<file path="src/rtl/ctrl_pipe_pkg.sv">
// Shared encodings for the control pipe: opcode/function codes and FSM states.
package ctrl_pipe_pkg;

  localparam logic [1:0] kRTYPE = 2'b00;
  localparam logic [1:0] kGROP  = 2'b01;
  localparam logic [1:0] kEQ    = 2'b10;
  localparam logic [1:0] kFIG   = 2'b11;

  // Flush counter width; covers FLUSH_CYC up to 15.
  localparam int unsigned FcW = 4;

  typedef enum logic [1:0] {
    StRun,
    StBrWait,
    StFlush
  } state_e;

endpackage

</file>
<file path="src/rtl/ctrl_pipe_if.sv">
// Fetch/decode/branch handshake bundle between the instruction source and ctrl_pipe.
interface ctrl_pipe_if #(
  parameter int unsigned IW = 9,
  parameter int unsigned CW = 8
);

  logic [IW-1:0] Instruction;
  logic          InstValid;
  logic          InstReady;
  logic          FlagValid;
  logic          FlagEq;
  logic          DecValid;
  logic [1:0]    Op;
  logic [1:0]    Func;
  logic          BranchEn;
  logic          GenRegEn;
  logic          BranchTaken;
  logic          Flush;
  logic [CW-1:0] TakenCount;

  modport master (
    output Instruction, InstValid, FlagValid, FlagEq,
    input  InstReady, DecValid, Op, Func, BranchEn, GenRegEn, BranchTaken, Flush, TakenCount
  );

  modport slave (
    input  Instruction, InstValid, FlagValid, FlagEq,
    output InstReady, DecValid, Op, Func, BranchEn, GenRegEn, BranchTaken, Flush, TakenCount
  );

endinterface

</file>
<file path="src/rtl/ctrl_dec.sv">
// Combinational instruction field decode: opcode, function, branch and register-target enables.
module ctrl_dec
  import ctrl_pipe_pkg::*;
#(
  parameter int unsigned IW = 9
) (
  input  logic [IW-1:0] instr_i,
  output logic [1:0]    op_o,
  output logic [1:0]    func_o,
  output logic          branch_en_o,
  output logic          gen_reg_en_o
);

  // Top bit and the low operand bits carry nothing the controller needs.
  logic unused_bits;
  assign unused_bits = ^{instr_i[IW-1], instr_i[IW-6:0]};

  assign op_o         = instr_i[IW-2:IW-3];
  assign func_o       = instr_i[IW-4:IW-5];
  assign branch_en_o  = (op_o == kRTYPE) && (func_o == kEQ);
  assign gen_reg_en_o = !((op_o == kGROP) && (func_o != kFIG));

endmodule

</file>
<file path="src/rtl/ctrl_pipe.sv">
// Instruction decode register stage with branch-resolve / flush FSM and taken-branch counter.
module ctrl_pipe
  import ctrl_pipe_pkg::*;
#(
  parameter int unsigned IW        = 9,
  parameter int unsigned FLUSH_CYC = 2,
  parameter int unsigned CW        = 8
) (
  input  logic        Clk,
  input  logic        Reset_n,
  ctrl_pipe_if.slave  bus
);

  state_e         state_q, state_d;
  logic [FcW-1:0] fcnt_q, fcnt_d;
  logic [CW-1:0]  tcnt_q, tcnt_d;
  logic           taken_d, flush_d, accept;

  logic [1:0] dec_op, dec_func;
  logic       dec_br, dec_gre;

  logic       dec_valid_q, br_q, gre_q, taken_q, flush_q;
  logic [1:0] op_q, func_q;

  ctrl_dec #(
    .IW(IW)
  ) u_dec (
    .instr_i      (bus.Instruction),
    .op_o         (dec_op),
    .func_o       (dec_func),
    .branch_en_o  (dec_br),
    .gen_reg_en_o (dec_gre)
  );

  assign bus.InstReady = (state_q == StRun);
  assign accept        = bus.InstValid && bus.InstReady;

  always_comb begin
    state_d = state_q;
    fcnt_d  = fcnt_q;
    tcnt_d  = tcnt_q;
    taken_d = 1'b0;
    unique case (state_q)
      StRun: begin
        if (accept && dec_br) state_d = StBrWait;
      end
      StBrWait: begin
        if (bus.FlagValid) begin
          if (bus.FlagEq) begin
            state_d = StFlush;
            taken_d = 1'b1;
            fcnt_d  = FcW'(FLUSH_CYC);
            if (tcnt_q != '1) tcnt_d = tcnt_q + 1'b1;
          end else begin
            state_d = StRun;
          end
        end
      end
      StFlush: begin
        fcnt_d = fcnt_q - 1'b1;
        if (fcnt_q == FcW'(1)) state_d = StRun;
      end
      default: state_d = StRun;
    endcase
  end

  // Flush output tracks the registered FLUSH state exactly.
  assign flush_d = (state_d == StFlush);

  always_ff @(posedge Clk or negedge Reset_n) begin
    if (!Reset_n) begin
      state_q     <= StRun;
      fcnt_q      <= '0;
      tcnt_q      <= '0;
      taken_q     <= 1'b0;
      flush_q     <= 1'b0;
      dec_valid_q <= 1'b0;
      op_q        <= 2'b00;
      func_q      <= 2'b00;
      br_q        <= 1'b0;
      gre_q       <= 1'b1;
    end else begin
      state_q     <= state_d;
      fcnt_q      <= fcnt_d;
      tcnt_q      <= tcnt_d;
      taken_q     <= taken_d;
      flush_q     <= flush_d;
      dec_valid_q <= accept;
      if (accept) begin
        op_q   <= dec_op;
        func_q <= dec_func;
        br_q   <= dec_br;
        gre_q  <= dec_gre;
      end
    end
  end

  assign bus.DecValid    = dec_valid_q;
  assign bus.Op          = op_q;
  assign bus.Func        = func_q;
  assign bus.BranchEn    = br_q;
  assign bus.GenRegEn    = gre_q;
  assign bus.BranchTaken = taken_q;
  assign bus.Flush       = flush_q;
  assign bus.TakenCount  = tcnt_q;

endmodule

</file>
<file path="src/flat_wrapper.sv">
// flat-port wrapper written by rule: the top's interface ports become plain ports
module ctrl_pipe_flat import ctrl_pipe_pkg::*;
#(
  parameter int unsigned IW        = 9,
  parameter int unsigned FLUSH_CYC = 2,
  parameter int unsigned CW        = 8
)
  (Clk, Reset_n, bus_Instruction, bus_InstValid, bus_FlagValid, bus_FlagEq, bus_InstReady, bus_DecValid, bus_Op, bus_Func, bus_BranchEn, bus_GenRegEn, bus_BranchTaken, bus_Flush, bus_TakenCount);
  ctrl_pipe_if #(.IW(IW), .CW(CW)) bus_i ();
  input  logic Clk;
  input  logic Reset_n;
  input wire logic [$bits(bus_i.Instruction)-1:0] bus_Instruction;
  input wire logic [$bits(bus_i.InstValid)-1:0] bus_InstValid;
  input wire logic [$bits(bus_i.FlagValid)-1:0] bus_FlagValid;
  input wire logic [$bits(bus_i.FlagEq)-1:0] bus_FlagEq;
  output wire logic [$bits(bus_i.InstReady)-1:0] bus_InstReady;
  output wire logic [$bits(bus_i.DecValid)-1:0] bus_DecValid;
  output wire logic [$bits(bus_i.Op)-1:0] bus_Op;
  output wire logic [$bits(bus_i.Func)-1:0] bus_Func;
  output wire logic [$bits(bus_i.BranchEn)-1:0] bus_BranchEn;
  output wire logic [$bits(bus_i.GenRegEn)-1:0] bus_GenRegEn;
  output wire logic [$bits(bus_i.BranchTaken)-1:0] bus_BranchTaken;
  output wire logic [$bits(bus_i.Flush)-1:0] bus_Flush;
  output wire logic [$bits(bus_i.TakenCount)-1:0] bus_TakenCount;
  assign bus_i.Instruction = bus_Instruction;
  assign bus_i.InstValid = bus_InstValid;
  assign bus_i.FlagValid = bus_FlagValid;
  assign bus_i.FlagEq = bus_FlagEq;
  assign bus_InstReady = bus_i.InstReady;
  assign bus_DecValid = bus_i.DecValid;
  assign bus_Op = bus_i.Op;
  assign bus_Func = bus_i.Func;
  assign bus_BranchEn = bus_i.BranchEn;
  assign bus_GenRegEn = bus_i.GenRegEn;
  assign bus_BranchTaken = bus_i.BranchTaken;
  assign bus_Flush = bus_i.Flush;
  assign bus_TakenCount = bus_i.TakenCount;
  ctrl_pipe #(.IW(IW), .FLUSH_CYC(FLUSH_CYC), .CW(CW)) u_core (.Clk(Clk), .Reset_n(Reset_n), .bus(bus_i));
endmodule
</file>
<file path="config.mk">
export PLATFORM = sky130hd
export DESIGN_NAME = ctrl_pipe_flat
export DESIGN_NICKNAME = d
export VERILOG_FILES = /design/src/rtl/ctrl_pipe_pkg.sv /design/src/rtl/ctrl_pipe_if.sv /design/src/rtl/ctrl_dec.sv /design/src/rtl/ctrl_pipe.sv /design/src/flat_wrapper.sv
export SDC_FILE = /design/constraint.sdc
export NUM_CORES = 1
export LEC_CHECK = 0
export BUFFER_PORTS_ARGS = -buffer_cell sky130_fd_sc_hd__buf_2
export CAP_MARGIN = 40
export CORE_ASPECT_RATIO = 0.75
export CORE_MARGIN = 5
export CORE_UTILIZATION = 53
export CTS_CLUSTER_SIZE = 12
export DETAILED_ROUTE_END_ITERATION = 7
export PLACE_DENSITY = 0.82
export SETUP_SLACK_MARGIN = 0.4
export SYNTH_ARGS = -nofsm -noshare
export SYNTH_HDL_FRONTEND = slang
export SYNTH_SLANG_ARGS = --single-unit
</file>
<file path="constraint.sdc">
create_clock -name Clk -period 3.2 [get_ports Clk]
set_input_delay 0.32 -clock Clk [delete_from_list [all_inputs] [get_ports Clk]]
set_output_delay 0.32 -clock Clk [all_outputs]
set_load 0.05 [all_outputs]
</file>
# Word level (Yosys, flattened, before mapping)
# Cells that the tools add are included.
[classes]
mux = 11
add_sub_neg = 2
eq_ne = 10
reduce_logical = 10
[op_table]
columns = ["cell", "count"]
rows = [
  ["$add A8 B1 Y8 const B", 1],
  ["$mux W2", 4],
  ["$mux W4", 2],
  ["$ne A8 B8 Y1 const B", 1],
  ["$pmux W4 S2", 1],
  ["$eq A2 B2 Y1 const B", 3],
  ["$ne A2 B2 Y1 const B", 3],
  ["$pmux W2 S3", 1],
  ["$eq A2 B1 Y1 const B", 2],
  ["$eq A4 B1 Y1 const B", 1],
  ["$logic_and A1 B1 Y1", 4],
  ["$logic_not A2 Y1", 2],
  ["$reduce_and A4 Y1", 1],
  ["$sub A4 B1 Y4 const B", 1],
  ["$mux W1", 3],
  ["$reduce_and A3 Y1", 1],
  ["$reduce_bool A2 Y1", 1],
  ["$logic_not A1 Y1", 1],
]
[totals]
ff_bits = 23
out_inout_bits = 18
inputBits = 14
wordCells = 43

# Logic depth before layout (Yosys ltp)
[logic_depth]
ltp_word = 6
depth_mapped = 4
ltp_nobuf = 4

# Hierarchy
# From an unflattened synthesis, not the netlist that was laid out.
[hier_totals]
hier_cells = 87
area_unflattened_um2 = 1082.3
[by_module_without_submodules]
columns = ["module", "cells_each", "seq_area_each_um2", "instances", "area_per_inst_um2"]
rows = [
  ["ctrl_pipe", 80, 576.8, 1, 1026.0],
  ["ctrl_dec", 7, 0.0, 1, 56.3],
]

# Worst setup path after synthesis
# Ideal clock, no wire load.
[synth_timing]
path_kind = "reg-to-reg"
start = "register u_core.tcnt_q[0] (netlist: u_core.bus.TakenCount[0])"
end = "register u_core.tcnt_q[1] (netlist: u_core.bus.TakenCount[1])"
t_arrival_ps = 1762
stages_incl_launch_ff = 5
n_path_buf = 0
t_required_ps = 3075
setup_time_ps = 125
path_slack_ps = 1313
synth_period_minus_slack_ps = 1887
path_cell_list = "dfrtp_1 > ha_1 > nand4_1 > o21ai_2 > mux2_2"
[synth_between]
elab_chain_cells = 2
[synth_rtl]
columns = ["item", "line", "source"]
rows = [
  ["from (decl)", "ctrl_pipe.sv:16", "logic [CW-1:0] tcnt_q, tcnt_d;"],
  ["from (signal assigned)", "ctrl_pipe.sv:85", "tcnt_q <= tcnt_d;"],
  ["parallel branches: the longest is 2 deep, another holds $add A8 B1 Y8", "-", ""],
]
# Several ways; the timed one is not identified.
# A chain may end at the register's enable or synchronous reset.

# Final worst setup path
# Same ends and word-level chain as after synthesis.

==> metrics.txt <==
cells after synthesis=86; cell area after synthesis=1080 um^2; total power=857 uW; total track usage=13.8%; hold-fix buffers at CTS=1; synth unique cells=34; worst r2r dst=u_core.bus.TakenCount[1]$_DFFE_PN0P_; Slowest-stage cell, CP=dfrtp_1; Startpoint Class=flip-flop; cell-internal power=503 uW; sequential standard cell area=577 um^2; hold_ws=0.261 ns; initial antenna violation count=0; clock-pin slew of the registers on the worst-case setup and hold paths=0.12 ns; minimum clock period=1.66 ns; WP data required=3.40 ns; Clock Skews=0.0109 ns; DIE WIDTH=62.2 um; Final setup viols=0; Initial Util=54.7%; Sinks on Clock Net=23; First DRT Iteration DRCs=8; final RePlAce weighted congestion=0.773; WHS Endpoint=u_core.bus.Op[1]$_DFFE_PN0P_; largest net degree at the start of global routing=24; area of the multi-input gates=470 um^2; Buffers on Ports=26; power density cells=674 nW/um^2; Mean Syn Cell Area=12.6 um^2; Flop pwr share=47.3%; Finished Core Util=64.2%; Worst Hold Path Cells=2; Max FO, Critical Path=6; critical path class=flip-flop to flip-flop; status=complete, no violations; Layout Cells excl Fill=140; register-to-register path setup slack=1.54 ns; post-cts gate resize count=0; Slew Viols, Final=0; Overflow after GRT=0; Rel. slew slack=65.9%; max incr delay on CP=0.42 ns; H-tree depth=1; drt total wl=1.82 mm; syn_nets=103; dpl hpwl=1.40 mm; die height=49.1 um; worst-margin pin slew=0.512 ns; Leak=0.671 nW; CP arrival=1.86 ns; Via density=5.21; # rows=14; vias in the first global route=729; IO Count=32; Core Area=1980 um^2; first-pass GRT wire length=3.33 mm; Initial DRT Pass Iterations=4; CTS max path bufs=2; proportion of layout cells with a drive suffix above 1=37.1%; Async S/R FF share, synth=100%; register bit total from synthesis=23; Seq/Total Area, Yosys=53.3%; Diodes inserted=0; Layout area overhead=17.5%; Residual DRC=0; Cell Chain, Critical Path=ha_1, nand4_1, o21ai_2, mux2_2; R2R cell count=4; combinational share of power=37.5%; Max Fclk=0.602 GHz; via count=730; Final Hold Vio Count=0; RSZ-0062 raised after global routing=no; Skew-Pair Late Insertion Delay=0.31 ns; Ys Warns=0; Max Cap Viol=0; antenna viol nets, final=0; Num CTS Buffers=3; Fill cells=163; placed cell count=135; final worst path period share=51.9%; clock power share=15.3%; CTS Root Cell=clkbuf_4; ys flop type=dfrtp_1; setup bufs post-CTS=0; die area=3060 um^2; Setup crit end kind=flip-flop; switching share of power=41.3%; worst vdd rail ir drop=0.397 mV; setup total negative slack=0 ns; CTS tree=built; hold path start=bus_Instruction[7]; HP Class=primary input to flip-flop; Post-synth EDFFs=0; FF-to-FF Start=u_core.bus.TakenCount[0]$_DFFE_PN0P_; Final nets=134; routed len/inst=13.0 um; P_sw=354 uW
-- power by group through the flow --
stage	Combinational (mW)	Sequential (mW)	Clock, mW
2_1_floorplan	0.134	0.522	0
3_3_place_gp	0.316	0.404	0
3_5_place_dp	0.325	0.409	0
4_1_cts	0.325	0.404	0.138
5_1_grt	0.347	0.414	0.149
6_report	0.321	0.405	0.131
-- cells by family (layout without fill, tap and decap cells) --
logic type               count (synthesis)  after routing  share of synthesized area (%)
flip-flops                              23             23                           53.3
AND/OR/NAND/NOR                         24             24                           17.1
multiplexers                            10             10                           10.5
AO/OA/AOI/OAI                           15             15                           9.13
adder cells (fa/ha/maj)                  3              3                           3.47
XOR/XNOR                                 4              4                           3.24
buffers and inverters                    7             37                           3.24
-- state kept, by name, indices dropped and copies added (netlist names) --
register                count
u_core.bus.TakenCount       8
u_core.fcnt_q               4
u_core.bus.Func             2
u_core.bus.Op               2
u_core.state_q              2
u_core.bus.BranchEn         1
u_core.bus.BranchTaken      1
u_core.bus.DecValid         1
u_core.bus.Flush            1
u_core.bus.GenRegEn         1
-- placed cells by master (no fill, tap or decap), types with 3 or more instances in the layout --
master / instances
nor2_1: 4
ha_1: 3
inv_1: 5
dfrtp_1: 22
o21ai_0: 6
mux2_2: 6
buf_2: 26
clkbuf_4: 3
xnor2_1: 4
-- area by class of cell --
| cell class | instances | area share [%] |
|---|---|---|
| inverters | 6 | 2.17 |
| clock buffers | 4 | 2.07 |
| repair buffers | 27 | 11.0 |
| multi-input cells | 56 | 37.0 |
| well taps | 24 | 2.36 |
| flip-flops and latches | 23 | 45.4 |
-- worst max path at each step --
stage / slack [ns] / endpoint / startpoint
after floorplan: 1.31 / u_core.bus.TakenCount[1]$_DFFE_PN0P_ / u_core.bus.TakenCount[0]$_DFFE_PN0P_
after global placement: 1.58 / u_core.bus.TakenCount[1]$_DFFE_PN0P_ / u_core.bus.TakenCount[0]$_DFFE_PN0P_
after detailed placement: 1.59 / u_core.bus.TakenCount[1]$_DFFE_PN0P_ / u_core.bus.TakenCount[0]$_DFFE_PN0P_
after CTS: 1.56 / u_core.bus.TakenCount[1]$_DFFE_PN0P_ / u_core.bus.TakenCount[0]$_DFFE_PN0P_
after global routing: 1.44 / u_core.bus.TakenCount[1]$_DFFE_PN0P_ / u_core.bus.TakenCount[0]$_DFFE_PN0P_
final: 1.54 / u_core.bus.TakenCount[1]$_DFFE_PN0P_ / u_core.bus.TakenCount[0]$_DFFE_PN0P_
-- critical path: cells and delay by family, from the launching register on --
family / cells / cell delay, ns
compound gates: 1 / 0.26
fa+ha+maj: 1 / 0.26
flops: 1 / 0.42
mux: 1 / 0.35
simple gates: 1 / 0.27
-- synthesized netlist by cell type (3+ instances only) --
cell	count	share of area, %
dfrtp_1	22	51
ha_1	3	3.5
mux2_2	6	6.2
nor2_1	4	1.4
xnor2_1	4	3.2
inv_1	5	1.7
o21ai_0	6	2.8
-- per-stage QoR --
step / area [um^2] / worst slack [ns]
2_1_floorplan: 1080 / 1.31
3_3_place_gp: 1230 / 1.58
3_5_place_dp: 1230 / 1.59
4_1_cts: 1270 / 1.56
5_1_grt: 1270 / 1.44
6_report: 1270 / 1.54
-- routing by layer --
metal  track usage [%]  vias to the layer above  wire length, um  share of wire [%]
met5                 0                        -                0                  0
met4              4.33                        0               17               0.93
met3              5.30                        5              101                5.5
met2              22.2                       11              871                 48
met1              16.9                      342              832                 46
li1                  -                      372                -                  -
(Power assumes the default switching activity.)
